File: src/rtl/canny_window_sequencer_if.sv
// ---------------------------------------------------------------------------
// canny_window_sequencer_if
// Bundles the pixel stream, the filtered-pixel stream and the Canny core
// register/operation bus used by canny_window_sequencer.
//   s_valid/s_ready/s_data          : raster input pixel stream
//   m_valid/m_ready/m_data          : filtered pixel stream
//   m_row/m_col                     : centre coordinates of the emitted window
//   dAddrRegRow/dAddrRegCol         : core register address
//   bWE/bCE/bOPEnable               : core write / chip / operation enables (active-low)
//   InData/OutData                  : core write / read data
//   OPMode/dReadReg/dWriteReg       : core operation selectors
// Modport master is the sequencer side; modport slave is the environment
// (pixel source, pixel sink and edge core).
// ---------------------------------------------------------------------------
interface canny_window_sequencer_if #(
    parameter int DATA_WIDTH = 8,
    parameter int COORD_W    = 8
) ();
    logic                  s_valid;
    logic                  s_ready;
    logic [DATA_WIDTH-1:0] s_data;
    logic                  m_valid;
    logic                  m_ready;
    logic [DATA_WIDTH-1:0] m_data;
    logic [COORD_W-1:0]    m_row;
    logic [COORD_W-1:0]    m_col;
    logic [2:0]            dAddrRegRow;
    logic [2:0]            dAddrRegCol;
    logic                  bWE;
    logic                  bCE;
    logic [DATA_WIDTH-1:0] InData;
    logic [DATA_WIDTH-1:0] OutData;
    logic [2:0]            OPMode;
    logic                  bOPEnable;
    logic [3:0]            dReadReg;
    logic [3:0]            dWriteReg;

    modport master (
        input  s_valid, s_data, m_ready, OutData,
        output s_ready, m_valid, m_data, m_row, m_col,
               dAddrRegRow, dAddrRegCol, bWE, bCE, InData,
               OPMode, bOPEnable, dReadReg, dWriteReg
    );

    modport slave (
        output s_valid, s_data, m_ready, OutData,
        input  s_ready, m_valid, m_data, m_row, m_col,
               dAddrRegRow, dAddrRegCol, bWE, bCE, InData,
               OPMode, bOPEnable, dReadReg, dWriteReg
    );
endinterface

File: src/rtl/canny_window_sequencer.sv
// ---------------------------------------------------------------------------
// canny_window_sequencer
// Streaming front end for the Canny edge core. Builds 5x5 neighbourhoods
// from a raster pixel stream using four line buffers, loads each complete
// window into the core's regX, runs the Gaussian operation, reads the
// smoothed result back and emits it with the window-centre coordinates.
// Ports:
//   clk   : single rising-edge clock
//   rst_b : asynchronous active-low reset
//   bus   : canny_window_sequencer_if.master (pixel in, pixel out, core bus)
// ---------------------------------------------------------------------------
module canny_window_sequencer #(
    parameter int DATA_WIDTH = 8,
    parameter int IMG_W      = 16,
    parameter int IMG_H      = 16,
    parameter int COORD_W    = 8
) (
    input  logic                            clk,
    input  logic                            rst_b,
    canny_window_sequencer_if.master        bus
);
    localparam int COL_AW = (IMG_W > 1) ? $clog2(IMG_W) : 1;

    typedef enum logic [2:0] {
        S_IDLE  = 3'd0,
        S_WRITE = 3'd1,
        S_OP    = 3'd2,
        S_CLR   = 3'd3,
        S_READ  = 3'd4,
        S_CAPT  = 3'd5,
        S_OUT   = 3'd6
    } state_t;

    state_t                state_q, state_d;
    logic [COORD_W-1:0]    row_q, row_d, col_q, col_d;
    logic [2:0]            wr_row_q, wr_row_d, wr_col_q, wr_col_d;
    logic                  s_ready_q, s_ready_d;
    logic                  m_valid_q, m_valid_d;
    logic [DATA_WIDTH-1:0] m_data_q, m_data_d;
    logic [COORD_W-1:0]    m_row_q, m_row_d, m_col_q, m_col_d;
    logic                  bce_q, bce_d, bwe_q, bwe_d, bope_q, bope_d;
    logic [2:0]            addr_row_q, addr_row_d, addr_col_q, addr_col_d;
    logic [DATA_WIDTH-1:0] in_data_q, in_data_d;

    logic [DATA_WIDTH-1:0] lb_q  [4][IMG_W];
    logic [DATA_WIDTH-1:0] win_q [5][5];
    logic [DATA_WIDTH-1:0] win_d [5][5];
    logic [DATA_WIDTH-1:0] new_col_s [5];

    logic                  accept_s;
    logic                  win_done_s;
    logic [COL_AW-1:0]     col_idx_s;

    // s_ready_q is only high in IDLE, so an accept implies the FSM is idle.
    assign accept_s   = bus.s_valid && s_ready_q;
    assign win_done_s = (row_q >= COORD_W'(4)) && (col_q >= COORD_W'(4));
    assign col_idx_s  = col_q[COL_AW-1:0];

    // Raster position counters, wrapping at the end of each frame.
    always_comb begin
        row_d = row_q;
        col_d = col_q;
        if (accept_s) begin
            if (col_q == COORD_W'(IMG_W - 1)) begin
                col_d = COORD_W'(0);
                if (row_q == COORD_W'(IMG_H - 1)) begin
                    row_d = COORD_W'(0);
                end else begin
                    row_d = row_q + COORD_W'(1);
                end
            end else begin
                col_d = col_q + COORD_W'(1);
            end
        end else begin
            row_d = row_q;
            col_d = col_q;
        end
    end

    // Incoming window column (oldest line first) and left-shifted window.
    always_comb begin
        for (int r = 0; r < 4; r++) begin
            new_col_s[r] = lb_q[r][col_idx_s];
        end
        new_col_s[4] = bus.s_data;
        win_d = win_q;
        if (accept_s) begin
            for (int r = 0; r < 5; r++) begin
                for (int c = 0; c < 4; c++) begin
                    win_d[r][c] = win_q[r][c+1];
                end
                win_d[r][4] = new_col_s[r];
            end
        end else begin
            win_d = win_q;
        end
    end

    // Line buffers: each column slot shifts up one line per accept.
    // Contents need no reset; every slot is rewritten before a window uses it.
    always_ff @(posedge clk) begin
        if (accept_s) begin
            lb_q[0][col_idx_s] <= lb_q[1][col_idx_s];
            lb_q[1][col_idx_s] <= lb_q[2][col_idx_s];
            lb_q[2][col_idx_s] <= lb_q[3][col_idx_s];
            lb_q[3][col_idx_s] <= bus.s_data;
        end
    end

    // Next-state logic plus registered-output decode from the next state.
    always_comb begin
        state_d  = state_q;
        wr_row_d = wr_row_q;
        wr_col_d = wr_col_q;
        m_data_d = m_data_q;
        m_row_d  = m_row_q;
        m_col_d  = m_col_q;

        case (state_q)
            S_IDLE: begin
                if (accept_s && win_done_s) begin
                    state_d  = S_WRITE;
                    wr_row_d = 3'd0;
                    wr_col_d = 3'd0;
                    m_row_d  = row_q - COORD_W'(2);
                    m_col_d  = col_q - COORD_W'(2);
                end else begin
                    state_d = S_IDLE;
                end
            end
            S_WRITE: begin
                if ((wr_row_q == 3'd4) && (wr_col_q == 3'd4)) begin
                    state_d  = S_OP;
                    wr_row_d = 3'd0;
                    wr_col_d = 3'd0;
                end else if (wr_col_q == 3'd4) begin
                    wr_col_d = 3'd0;
                    wr_row_d = wr_row_q + 3'd1;
                end else begin
                    wr_col_d = wr_col_q + 3'd1;
                end
            end
            S_OP: begin
                // wr_col doubles as the two-cycle operation counter.
                if (wr_col_q == 3'd1) begin
                    state_d  = S_CLR;
                    wr_col_d = 3'd0;
                end else begin
                    wr_col_d = wr_col_q + 3'd1;
                end
            end
            S_CLR:  state_d = S_READ;
            S_READ: state_d = S_CAPT;
            S_CAPT: begin
                state_d  = S_OUT;
                m_data_d = bus.OutData;
            end
            S_OUT: begin
                if (bus.m_ready) begin
                    state_d = S_IDLE;
                end else begin
                    state_d = S_OUT;
                end
            end
            default: state_d = S_IDLE;
        endcase

        bce_d      = 1'b1;
        bwe_d      = 1'b1;
        bope_d     = 1'b1;
        addr_row_d = 3'd0;
        addr_col_d = 3'd0;
        in_data_d  = {DATA_WIDTH{1'b0}};
        case (state_d)
            S_WRITE: begin
                bce_d      = 1'b0;
                bwe_d      = 1'b0;
                addr_row_d = wr_row_d;
                addr_col_d = wr_col_d;
                in_data_d  = win_d[wr_row_d][wr_col_d];
            end
            S_OP:    bope_d = 1'b0;
            S_READ:  bce_d  = 1'b0;
            default: bce_d  = 1'b1;
        endcase
        s_ready_d = (state_d == S_IDLE);
        m_valid_d = (state_d == S_OUT);
    end

    // Control, counter and output registers.
    always_ff @(posedge clk or negedge rst_b) begin
        if (!rst_b) begin
            state_q    <= S_IDLE;
            row_q      <= COORD_W'(0);
            col_q      <= COORD_W'(0);
            wr_row_q   <= 3'd0;
            wr_col_q   <= 3'd0;
            s_ready_q  <= 1'b0;
            m_valid_q  <= 1'b0;
            m_data_q   <= {DATA_WIDTH{1'b0}};
            m_row_q    <= COORD_W'(0);
            m_col_q    <= COORD_W'(0);
            bce_q      <= 1'b1;
            bwe_q      <= 1'b1;
            bope_q     <= 1'b1;
            addr_row_q <= 3'd0;
            addr_col_q <= 3'd0;
            in_data_q  <= {DATA_WIDTH{1'b0}};
        end else begin
            state_q    <= state_d;
            row_q      <= row_d;
            col_q      <= col_d;
            wr_row_q   <= wr_row_d;
            wr_col_q   <= wr_col_d;
            s_ready_q  <= s_ready_d;
            m_valid_q  <= m_valid_d;
            m_data_q   <= m_data_d;
            m_row_q    <= m_row_d;
            m_col_q    <= m_col_d;
            bce_q      <= bce_d;
            bwe_q      <= bwe_d;
            bope_q     <= bope_d;
            addr_row_q <= addr_row_d;
            addr_col_q <= addr_col_d;
            in_data_q  <= in_data_d;
        end
    end

    // 5x5 window register.
    always_ff @(posedge clk or negedge rst_b) begin
        if (!rst_b) begin
            for (int r = 0; r < 5; r++) begin
                for (int c = 0; c < 5; c++) begin
                    win_q[r][c] <= {DATA_WIDTH{1'b0}};
                end
            end
        end else begin
            win_q <= win_d;
        end
    end

    assign bus.s_ready     = s_ready_q;
    assign bus.m_valid     = m_valid_q;
    assign bus.m_data      = m_data_q;
    assign bus.m_row       = m_row_q;
    assign bus.m_col       = m_col_q;
    assign bus.bCE         = bce_q;
    assign bus.bWE         = bwe_q;
    assign bus.bOPEnable   = bope_q;
    assign bus.dAddrRegRow = addr_row_q;
    assign bus.dAddrRegCol = addr_col_q;
    assign bus.InData      = in_data_q;
    assign bus.OPMode      = 3'd0;
    assign bus.dReadReg    = 4'd0;
    assign bus.dWriteReg   = 4'd0;
endmodule

File: src/flat_wrapper.sv
// flat-port wrapper written by rule: the top's interface ports become plain ports
module canny_window_sequencer_flat 
#(
    parameter int DATA_WIDTH = 8,
    parameter int IMG_W      = 16,
    parameter int IMG_H      = 16,
    parameter int COORD_W    = 8
)
  (clk, rst_b, bus_s_valid, bus_s_data, bus_m_ready, bus_OutData, bus_s_ready, bus_m_valid, bus_m_data, bus_m_row, bus_m_col, bus_dAddrRegRow, bus_dAddrRegCol, bus_bWE, bus_bCE, bus_InData, bus_OPMode, bus_bOPEnable, bus_dReadReg, bus_dWriteReg);
  canny_window_sequencer_if #(.DATA_WIDTH(DATA_WIDTH), .COORD_W(COORD_W)) bus_i ();
  input  logic clk;
  input  logic rst_b;
  input wire logic [$bits(bus_i.s_valid)-1:0] bus_s_valid;
  input wire logic [$bits(bus_i.s_data)-1:0] bus_s_data;
  input wire logic [$bits(bus_i.m_ready)-1:0] bus_m_ready;
  input wire logic [$bits(bus_i.OutData)-1:0] bus_OutData;
  output wire logic [$bits(bus_i.s_ready)-1:0] bus_s_ready;
  output wire logic [$bits(bus_i.m_valid)-1:0] bus_m_valid;
  output wire logic [$bits(bus_i.m_data)-1:0] bus_m_data;
  output wire logic [$bits(bus_i.m_row)-1:0] bus_m_row;
  output wire logic [$bits(bus_i.m_col)-1:0] bus_m_col;
  output wire logic [$bits(bus_i.dAddrRegRow)-1:0] bus_dAddrRegRow;
  output wire logic [$bits(bus_i.dAddrRegCol)-1:0] bus_dAddrRegCol;
  output wire logic [$bits(bus_i.bWE)-1:0] bus_bWE;
  output wire logic [$bits(bus_i.bCE)-1:0] bus_bCE;
  output wire logic [$bits(bus_i.InData)-1:0] bus_InData;
  output wire logic [$bits(bus_i.OPMode)-1:0] bus_OPMode;
  output wire logic [$bits(bus_i.bOPEnable)-1:0] bus_bOPEnable;
  output wire logic [$bits(bus_i.dReadReg)-1:0] bus_dReadReg;
  output wire logic [$bits(bus_i.dWriteReg)-1:0] bus_dWriteReg;
  assign bus_i.s_valid = bus_s_valid;
  assign bus_i.s_data = bus_s_data;
  assign bus_i.m_ready = bus_m_ready;
  assign bus_i.OutData = bus_OutData;
  assign bus_s_ready = bus_i.s_ready;
  assign bus_m_valid = bus_i.m_valid;
  assign bus_m_data = bus_i.m_data;
  assign bus_m_row = bus_i.m_row;
  assign bus_m_col = bus_i.m_col;
  assign bus_dAddrRegRow = bus_i.dAddrRegRow;
  assign bus_dAddrRegCol = bus_i.dAddrRegCol;
  assign bus_bWE = bus_i.bWE;
  assign bus_bCE = bus_i.bCE;
  assign bus_InData = bus_i.InData;
  assign bus_OPMode = bus_i.OPMode;
  assign bus_bOPEnable = bus_i.bOPEnable;
  assign bus_dReadReg = bus_i.dReadReg;
  assign bus_dWriteReg = bus_i.dWriteReg;
  canny_window_sequencer #(.DATA_WIDTH(DATA_WIDTH), .IMG_W(IMG_W), .IMG_H(IMG_H), .COORD_W(COORD_W)) u_core (.clk(clk), .rst_b(rst_b), .bus(bus_i));
endmodule
File: config.mk
export PLATFORM = sky130hd
export DESIGN_NAME = canny_window_sequencer_flat
export DESIGN_NICKNAME = d
export VERILOG_FILES = /design/src/rtl/canny_window_sequencer_if.sv /design/src/rtl/canny_window_sequencer.sv /design/src/flat_wrapper.sv
export SDC_FILE = /design/constraint.sdc
export NUM_CORES = 1
export LEC_CHECK = 0
export ABC_AREA = 1
export ABC_CLOCK_PERIOD_IN_PS = 3900
export BUFFER_PORTS_ARGS = -buffer_cell sky130_fd_sc_hd__buf_2
export CORE_ASPECT_RATIO = 0.6
export CORE_MARGIN = 1
export CORE_UTILIZATION = 38
export CTS_CLUSTER_DIAMETER = 60
export DETAILED_ROUTE_END_ITERATION = 16
export HOLD_SLACK_MARGIN = 0.12
export PLACE_DENSITY = 0.54
export SETUP_SLACK_MARGIN = 0.02
export SLEW_MARGIN = 20
export SYNTH_ARGS = -nofsm -noshare
export SYNTH_HDL_FRONTEND = slang
export SYNTH_SLANG_ARGS = --single-unit
File: constraint.sdc
create_clock -name clk -period 3.9 [get_ports clk]
set_input_delay 0.585 -clock clk [delete_from_list [all_inputs] [get_ports clk]]
set_output_delay 0.585 -clock clk [all_outputs]
set_load 0.01 [all_outputs]
==> impl_metrics.py, run 1 <==
metrics = {
    "synthesis": {
        "synth_top_area_frac": 0.454,
        "synthTopCellsByArea": "edfxtp_1, dfrtp_1, nand2_1, o21ai_0, nor2_1",
        "async_reset_ff_frac": 0.344,
        "synth_seq_cells": 780,
        "yosys_warnings": 0,
        "yosysMostFrequentCell": "nand2_1",
        "avgSynthCellArea_um2": 9.92,
        "synth_area_leader_cell": "edfxtp_1",
        "seq_area_frac_synth": 0.651,
        "ys.flop_type": "edfxtp_1",
        "yosysUniqueCellTypes": 45,
        "netlist_area_um2": 33900,
        "syn-instance-count": 3416,
        "ys_top_cells_by_count": "nand2_1, edfxtp_1, o21ai_0",
        "synth-edff-count": 512,
    },
    "pwr": {
        "leakage_nw": 15.5,
        "powerDensity_nw_per_um2": 873,
        "vdd_drop_max_uv": 424,
    },
    "critical_path": {
        "worst_r2r_endpoint": "u_core.bus.InData[6]",
        "cp_slowest_cell": "dfrtp_4",
        "cp-end-kind": "flop",
        "crit_type": "reg2reg",
        "cp_num_buf_inv": 2,
        "critPathMostFrequentCell": "nand2_1",
        "reg2reg_slack_ns": 0.86,
        "crit_path_start_kind": "flop",
        "crit_chain": "inv_6 -> buf_12 -> nand2_1 -> nand2_1 -> nor2_1 -> nor2_1 -> nand2_1 -> o21ai_0 -> nand2_1 -> nand2_1 -> nand3_1 -> nand2_1 -> nand2_1 -> nand2_1 -> nand2_1 -> nand2_1 -> a21oi_1",
        "path_max_fanout": 49,
        "arrival_ns": 3.57,
        "reg2reg_from": "u_core.col_q[0]",
        "reg2reg_depth": 17,
        "slowest_delay_ns": 0.64,
        "critPathTopFamily": "simple AND/OR/NAND/NOR gates",
        "required_ns": 4.44,
    },
    "drt": {
        "first_pass_iters": 5,
        "vias": 23600,
        "wirelength_um": 92900,
        "postRouteAntennaNets": 0,
        "drtIter0Drc": 2151,
        "via_per_inst": 5.03,
        "post_drt_wl_per_cell_um": 19.8,
        "drc": 0,
    },
    "sta": {
        "maxSlewViolCount": 0,
        "worstMarginPinSlew_ns": 0.822,
        "finalSetupTns_ns": 0,
        "fmax_ghz": 0.329,
        "setup_viol": 0,
        "hold_viol_final": 0,
        "post-route-min-period_ns": 3.04,
        "skew_ns": 0.0296,
        "finalCritPeriodShare": 0.778,
        "slew_headroom": 0.451,
        "rsz0062_at_grt": "no",
    },
    "global_routing": {
        "grt_max_degree": 164,
        "antenna_found_initial": 0,
        "first_global_vias": 22200,
        "grt-ovfl-total": 0,
        "grt_pass1_wl_um": 143000,
        "track_usage": 0.209,
    },
    "job": {
        "maxCapViolations": 0,
    },
    "finish": {
        "layout.nets": 3505,
        "regArea_um2": 22100,
        "fin_util": 0.435,
        "multiInputGateArea_um2": 9960,
        "num-fill-cells": 8434,
        "drive_gt1_frac": 0.123,
        "syn_to_final_growth_pct": 12.8,
        "num_antenna_cells": 0,
    },
    "floorplanning": {
        "die_w_um": 388,
        "start_util": 0.385,
        "die_h_um": 233,
        "dieArea_um2": 90500,
        "coreArea_um2": 88000,
        "row_count": 84,
        "io_pins": 74,
    },
    "placed_design": {
        "numPortBuffers": 62,
        "routabilityCongestion": 0.847,
        "dpl.hpwl_um": 56900,
    },
    "cts": {
        "postCtsSetupBuffers": 0,
        "htreeDepth": 3,
        "cts_buffers": 75,
        "cts_tree": "built",
        "clock_path_buffers": 3,
        "cts_hold_buf": 9,
        "cts-root-buf": "clkbuf_16",
        "cts_resized": 0,
        "clock_sinks": 780,
        "clock_latency_ns": 0.66,
        "path_clk_slew_ns": 0.07,
    },
    "min_path": {
        "min_from": "bus_m_ready",
        "whs_endpoint": "u_core.bus.m_valid",
        "min_path_type": "in2reg",
        "hold_depth": 2,
    },
    "status": {
        "status": "finished, final reports clean",
    },
}
## through the flow
step	power, mW	std cells	cell area [µm²]	setup slack, ns	hold slack, ns
2_1_floorplan	21.4	3426	33900	0.274	0.289
3_3_place_gp	26.5	4544	35900	0.785	0.449
3_5_place_dp	26.4	4544	35900	0.870	0.457
4_1_cts	33.5	4688	38300	0.852	0.140
5_1_grt	35.7	4688	38300	0.527	0.179
6_report	33.4	4688	38300	0.864	0.182
## sequential cells by signal (all words and copies together) (netlist names), 8 cells and up
name and flops:
u_core.bus.m_row 8, u_core.win_q 200, u_core.col_q 8, u_core.row_q 8, u_core.bus.InData 8, u_core.lb_q 512
u_core.bus.m_data 8, u_core.bus.m_col 8
## routing by layer
metal | vias up | wire (µm) | track usage
met3 | 107 | 6010 | 0.0346
li1 | 11300 | - | -
met5 | - | 0 | 0
met1 | 11500 | 48700 | 0.341
met4 | 0 | 1400 | 0.0451
met2 | 722 | 36800 | 0.283
## cells by family (layout without fill, tap and decap cells)
kind of cell,Yosys count,count (layout),share of synthesized area
and+or+nand+nor,1606,1606,0.200
muxes,4,4,0.00118
DFF,780,780,0.651
buffers and inverters,489,590,0.0603
adders and majority gates,16,16,0.00591
xor gates and xnor gates,18,18,0.00465
other,1,11,0.000111
AOI/OAI and AO/OA,502,502,0.0767
## worst register-to-register path, cell delays in order, from the launching register on
cell and delay (ns):
dfrtp_4 0.64, inv_6 0.31, buf_12 0.28, nand2_1 0.12, nand2_1 0.07, nor2_1 0.04, nor2_1 0.20, nand2_1 0.09
o21ai_0 0.38, nand2_1 0.14, nand2_1 0.08, nand3_1 0.17, nand2_1 0.13, nand2_1 0.06, nand2_1 0.06, nand2_1 0.05
nand2_1 0.06, a21oi_1 0.05
## power breakdown
| part | switching (mW) | leakage [nW] | internal (mW) |
|---|---|---|---|
| Sequential | 0.789 | 7.70 | 11.8 |
| Clock | 3.24 | 1.10 | 3.80 |
| Combinational | 9.83 | 6.66 | 3.89 |
| Total | 13.9 | 15.5 | 19.5 |
## cells in the final DEF, fill, tap and decap left out, types with 55 or more instances in the layout
master     count
o21ai_0      400
inv_1        293
nand3_1      191
buf_2         61
buf_4         55
nand2_1      854
edfxtp_1     512
or2_2        133
dfrtp_1      263
nor2_1       362
clkbuf_16     77
## worst max path at each step
stage	from	end	slack, ns	depth (start not counted)
2_1_floorplan	bus_s_valid	u_core.lb_q[0][104]	0.27	8
3_3_place_gp	u_core.col_q[0]	u_core.row_q[3]	0.78	13
3_5_place_dp	u_core.col_q[0]	u_core.row_q[3]	0.87	13
4_1_cts	u_core.col_q[0]	u_core.row_q[3]	0.85	13
5_1_grt	u_core.col_q[0]	u_core.bus.InData[6]	0.53	17
6_report	u_core.col_q[0]	u_core.bus.InData[6]	0.86	17
## area by class of cell
type	instances	share of cell area
clock inverters	39	0.00729
inverters	305	0.0302
clock buffers	96	0.0525
repair buffers	150	0.0341
flip-flops and latches	780	0.578
well taps	1161	0.0380
multi-input cells	2157	0.260
Note: power is estimated with default switching activity, not from simulation.
==> inputs of run 2 (changes only) <==
- ABC_AREA: 1 -> 0
- ABC_CLOCK_PERIOD_IN_PS: 3900 -> 3000
- clock period: 3.9 -> 3 ns (I/O delays scaled with it)
==> impl_metrics.py, run 2 <==
metrics = {
    "finish": {
        "syn_to_final_growth_pct": 18.2,
        "num-fill-cells": 7415,
        "final_common_cell": "nand2_1",
        "layout.nets": 2506,
        "num_antenna_cells": 0,
        "largest_reg_flops": 512,
        "layout_common_cells": "nand2_1, edfxtp_1, dfrtp_1",
        "fin_util": 0.455,
        "reg_top3": "u_core.lb_q: 512 flops, u_core.win_q: 200 flops",
        "drive_gt1_frac": 0.233,
        "largest_register": "u_core.lb_q",
    },
    "synthesis": {
        "netlist_area_um2": 32200,
        "yosysUniqueCellTypes": 76,
        "seq_area_frac_synth": 0.686,
        "synth-edff-count": 512,
        "synth_seq_cells": 780,
        "ys.flop_type": "edfxtp_1",
        "synthTopCellsByArea": "edfxtp_1, dfrtp_1, mux4_2, nand2_1, mux2i_1",
        "yosys_warnings": 0,
        "yosysMostFrequentCell": "nand2_1",
        "synth_area_leader_cell": "edfxtp_1",
        "syn-instance-count": 2265,
        "ys_top_cells_by_count": "nand2_1, edfxtp_1, dfrtp_1",
        "async_reset_ff_frac": 0.344,
        "avgSynthCellArea_um2": 14.2,
        "synth_top_area_frac": 0.477,
    },
    "critical_path": {
        "cp_slowest_cell": "o32a_4",
        "critPathMostFrequentCell": "buf_4",
        "cp-end-kind": "flop",
        "critPathTopFamily": "compound AO/OA/AOI/OAI gates",
        "path_max_fanout": 6,
        "slowest_delay_ns": 0.45,
        "reg2reg_from": "u_core.col_q[6]",
        "required_ns": 3.55,
        "crit_type": "reg2reg",
        "arrival_ns": 3.47,
        "worst_r2r_endpoint": "u_core.bus.InData[7]",
        "crit_chain": "or3_4 -> o32a_4 -> a221oi_4 -> o211ai_1 -> buf_4 -> o32ai_2 -> buf_4 -> a21oi_1 -> a41oi_2",
        "reg2reg_depth": 9,
        "reg2reg_slack_ns": 0.08,
        "cp_num_buf_inv": 2,
        "crit_path_start_kind": "flop",
    },
    "sta": {
        "timing.hold.ws_ns": 0.174,
        "maxSlewViolCount": 0,
        "rsz0062_at_grt": "yes",
        "skew_ns": 0.0212,
        "worstMarginPinSlew_ns": 0.732,
        "post-route-min-period_ns": 2.92,
        "hold_viol_final": 0,
        "fmax_ghz": 0.343,
        "slew_headroom": 0.512,
        "finalCritPeriodShare": 0.973,
        "setup_viol": 0,
    },
    "floorplanning": {
        "io_pins": 74,
        "coreArea_um2": 83700,
        "die_h_um": 228,
        "die_w_um": 378,
        "start_util": 0.385,
        "row_count": 82,
        "dieArea_um2": 86000,
    },
    "drt": {
        "vias": 19700,
        "post_drt_wl_per_cell_um": 23.2,
        "drc": 0,
        "wirelength_um": 84900,
        "drtIter0Drc": 1894,
        "via_per_inst": 5.38,
        "first_pass_iters": 5,
        "postRouteAntennaNets": 0,
    },
    "placed_design": {
        "numPortBuffers": 62,
        "routabilityCongestion": 0.851,
        "dpl.hpwl_um": 54600,
    },
    "cts": {
        "clock_latency_ns": 0.65,
        "cts_tree": "built",
        "cts_buffers": 73,
        "path_clk_slew_ns": 0.06,
        "clock_path_buffers": 3,
        "htreeDepth": 3,
        "cts-root-buf": "clkbuf_16",
        "clock_sinks": 780,
    },
    "pwr": {
        "combinationalPowerShare": 0.398,
        "seq_power_share": 0.379,
        "p_sw_mw": 15.0,
        "powerDensity_nw_per_um2": 1090,
        "power_frac_clock": 0.222,
        "leakage_nw": 14.6,
        "p_int_mw": 26.6,
        "swShare": 0.361,
        "vdd_drop_max_uv": 520,
    },
    "job": {
        "maxCapViolations": 0,
    },
    "global_routing": {
        "grt-ovfl-total": 0,
        "antenna_found_initial": 2,
        "first_global_vias": 19600,
        "grt_max_degree": 127,
        "grt_pass1_wl_um": 127000,
        "track_usage": 0.201,
    },
    "min_path": {
        "whs_endpoint": "u_core.state_q[1]",
        "min_path_type": "in2reg",
        "min_from": "bus_m_ready",
        "hold_depth": 4,
    },
    "status": {
        "status": "finished, final reports clean",
    },
}
## run 2: cell types whose count changed after synthesis, sizes merged, moves of 29 or more
cell,change
o21ai,-314
nor2,-288
nand2,-282
inv,-281
nand3,-175
or2,-131
mux4,+121
mux2i,+78
mux2,+32
buf,-29
## run 2: cells by family after synthesis
family / Yosys count / share of synthesized area
buffers and inverters: 171 / 0.0278
XOR/XNOR: 21 / 0.00571
AND/OR/NAND/NOR: 767 / 0.0964
flip-flops: 780 / 0.686
adder cells (fa/ha/maj): 16 / 0.00621
other: 1 / 0.000116
AO/OA/AOI/OAI: 274 / 0.0568
multiplexers: 235 / 0.121
## run 2: final cells by class
| cell class | instances | area, µm² | area share |
|---|---|---|---|
| multi-input combinational | 1324 | 9570 | 0.251 |
| inverter | 25 | 101 | 0.00266 |
| timing repair buffer | 266 | 2530 | 0.0665 |
| sequential | 780 | 22100 | 0.580 |
| clock inverter | 40 | 382 | 0.0100 |
| tap | 1134 | 1420 | 0.0373 |
| clock buffer | 95 | 1980 | 0.0519 |
## run 2: per-layer routing
| metal | GRT usage | part of all wire | wire length, µm | vias to the layer above |
|---|---|---|---|---|
| li1 | - | - | - | 8712 |
| met1 | 0.318 | 0.49 | 41600 | 10200 |
| met2 | 0.275 | 0.41 | 34700 | 722 |
| met3 | 0.0519 | 0.085 | 7200 | 109 |
| met4 | 0.0424 | 0.016 | 1370 | 6 |
| met5 | 0 | 0.00045 | 38 | - |
## run 2: worst max-delay path by stage
stage / from / endpoint / slack (ns) / depth (start not counted)
2_1_floorplan: bus_s_valid / u_core.lb_q[0][40] / -0.28 / 8
3_3_place_gp: u_core.state_q[1] / u_core.bus.InData[6] / 0.002 / 11
3_5_place_dp: u_core.col_q[0] / u_core.bus.InData[0] / 0.01 / 10
4_1_cts: u_core.col_q[0] / u_core.bus.InData[1] / 0.03 / 10
5_1_grt: u_core.col_q[6] / u_core.bus.InData[6] / -0.01 / 11
6_report: u_core.col_q[6] / u_core.bus.InData[7] / 0.08 / 9
## run 2: what timing repair did
action	CTS	global route
hold endpoints to repair	78	0
buffers inserted	0	5
resized for setup	4	42
gates cloned	0	1
setup endpoints to repair	2	8
pin swaps	0	8
hold buffers	9	0
## run 2: metrics by stage
step                worst slack, ns  instances  setup TNS, ns  area [µm²]  total power [mW]
floorplan                    -0.282       2275         -67.60       32300              25.4
global placement            0.00158       3514              0       35400              31.6
detailed placement          0.00971       3514              0       35400              31.9
CTS                          0.0255       3658              0       37800              41.3
global route                -0.0124       3664        -0.0124       38100              43.8
finish                       0.0813       3664              0       38100              41.6
## run 2: power by group through the flow
stage	sequential, mW	combinational [mW]	clock (mW)
6_report	15.8	16.6	9.25
5_1_grt	15.9	18.0	9.90
3_3_place_gp	15.9	15.7	0
4_1_cts	15.8	16.1	9.49
2_1_floorplan	15.7	9.67	0
3_5_place_dp	16.0	16.0	0
## run 2: tightest hold or removal path, stage by stage
cell and delay (ns):
buf_2 0.11, nand2_1 0.05, nand2_1 0.06, nand2_1 0.08
==> inputs of run 3 (changes only) <==
==> constraint.sdc (replaced) <==
create_clock -name clk -period 3 [get_ports clk]
set_input_delay 0.45 -clock clk [delete_from_list [all_inputs] [get_ports clk]]
set_output_delay 0.45 -clock clk [all_outputs]
set_load 0.1 [all_outputs]
==> impl_metrics.py, run 3 (same netlist as run 2, synthesis figures left out) <==
metrics = {
    "cts": {
        "clock_latency_ns": 0.65,
        "cts_tree": "built",
        "path_clk_slew_ns": 0.06,
        "clock_path_buffers": 3,
        "htreeDepth": 3,
        "cts-root-buf": "clkbuf_16",
        "clock_sinks": 780,
        "cts_buffers": 74,
    },
    "critical_path": {
        "path_max_fanout": 12,
        "cp-end-kind": "flop",
        "reg2reg_depth": 8,
        "crit_path_start_kind": "flop",
        "crit_type": "reg2reg",
        "arrival_ns": 3.39,
        "required_ns": 3.50,
    },
    "floorplanning": {
        "start_util": 0.385,
        "die_h_um": 228,
        "coreArea_um2": 83700,
        "die_w_um": 378,
        "dieArea_um2": 86000,
        "row_count": 82,
        "io_pins": 74,
    },
    "pwr": {
        "p_sw_mw": 16.3,
        "vdd_drop_max_uv": 714,
        "seq_power_share": 0.366,
        "total_power_mw": 43.0,
        "leakage_nw": 14.6,
        "p_int_mw": 26.7,
        "swShare": 0.379,
        "power_frac_clock": 0.219,
        "powerDensity_nw_per_um2": 1130,
        "combinationalPowerShare": 0.415,
    },
    "finish": {
        "syn_to_final_growth_pct": 18.0,
        "reg_top3": "u_core.lb_q: 512 flops, u_core.win_q: 200 flops",
        "layout.nets": 2498,
        "final_common_cell": "nand2_1",
        "finish.instance_area_um2": 38000,
        "layout_common_cells": "nand2_1, edfxtp_1, dfrtp_1",
        "largest_reg_flops": 512,
        "drive_gt1_frac": 0.230,
        "num_antenna_cells": 0,
        "largest_register": "u_core.lb_q",
    },
    "drt": {
        "wirelength_um": 87400,
        "first_pass_iters": 5,
        "via_per_inst": 5.45,
        "drc": 0,
        "routed.top_layer": "met4",
        "wl_met2_um": 36400,
        "wl_met1_um": 43100,
        "met3WireLength_um": 6480,
        "drtIter0Drc": 2000,
        "post_drt_wl_per_cell_um": 23.9,
        "vias": 19900,
        "postRouteAntennaNets": 0,
    },
    "global_routing": {
        "first_global_vias": 19500,
        "antenna_found_initial": 2,
        "track_usage": 0.205,
        "grt_pass1_wl_um": 129000,
        "grt_max_degree": 156,
        "grt-ovfl-total": 0,
    },
    "sta": {
        "worstMarginPinSlew_ns": 1.04,
        "fmax_ghz": 0.346,
        "finalSetupTns_ns": 0,
        "rsz0062_at_grt": "yes",
        "fin_ws_ns": 0.113,
        "slew_headroom": 0.304,
        "maxSlewViolCount": 0,
        "post-route-min-period_ns": 2.89,
        "setup_viol": 0,
        "skew_ns": 0.0181,
        "finalCritPeriodShare": 0.962,
        "hold_viol_final": 0,
    },
    "status": {
        "status": "finished, final reports clean",
    },
    "placed_design": {
        "place_ws_ns": -0.0735,
        "dpl.hpwl_um": 55000,
        "routabilityCongestion": 0.837,
        "numPortBuffers": 62,
        "place_area_um2": 35100,
    },
    "min_path": {
        "min_path_type": "in2reg",
        "hold_depth": 1,
    },
    "job": {
        "maxCapViolations": 0,
    },
}
==> run 3: power by group through the flow <==
stage          sequential [mW]  combinational (mW)  clock, mW
6_report                  15.7                17.8       9.39
5_1_grt                   15.9                19.1       9.99
4_1_cts                   15.7                17.1       9.60
3_5_place_dp              15.9                16.8          0
3_3_place_gp              15.9                16.5          0
2_1_floorplan             16.7                9.76          0
==> run 3: path summary, 6_finish.rpt <==
| path | startpoint | to | slack, ns |
|---|---|---|---|
| hold reg to reg | u_core.win_q[155] | u_core.win_q[155] | 0.47 |
| setup reg to reg | u_core.col_q[0] | u_core.bus.InData[1] | 0.11 |
| min in group asynchronous | rst_b | u_core.bus.m_row[1] | 0.39 |
| max in group asynchronous | rst_b | u_core.win_q[129] | 1.80 |
| setup / recovery | u_core.col_q[0] | u_core.bus.InData[1] | 0.11 |
| hold / removal | bus_s_data[0] | u_core.lb_q[3][8] | 0.21 |
==> run 3: critical path, cell delays in order (launching register included) <==
cell and delay, ns:
dfrtp_4 0.53, buf_4 0.16, buf_12 0.16, mux4_2 0.52
mux4_2 0.47, mux2_2 0.29, or3_4 0.37, a41oi_2 0.18
a41oi_2 0.05
==> run 3: cell type report <==
type                    instances  area (µm²)
well taps                    1134        1420
clock inverters                35         334
inverters                      25         103
multi-input cells            1324        9560
repair buffers                257        2440
flip-flops and latches        780       22100
clock buffers                 103        2060
fillers                      7406       45700
==> run 3: per-stage QoR <==
step / util / hold slack [ns] / instances
CTS: 0.450 / 0.159 / 3641
global placement: 0.419 / 0.451 / 3492
detailed placement: 0.419 / 0.454 / 3492
floorplan: - / 0.154 / 2275
global route: 0.454 / 0.201 / 3658
finish: 0.454 / 0.208 / 3658
==> run 3: layer usage <==
metal	up-vias	GRT usage
met5	-	0
met1	10400	0.327
li1	8717	-
met3	105	0.0403
met2	724	0.285
met4	0	0.0452
==> run 3: repair_timing <==
item                                   CTS  global route
cloned                                   1             1
resized for setup                       11            30
buffers inserted                         1            16
pin swaps                                0             6
endpoints found under the hold margin   74             0
setup endpoints to repair               22            24
hold buffers                             9             0
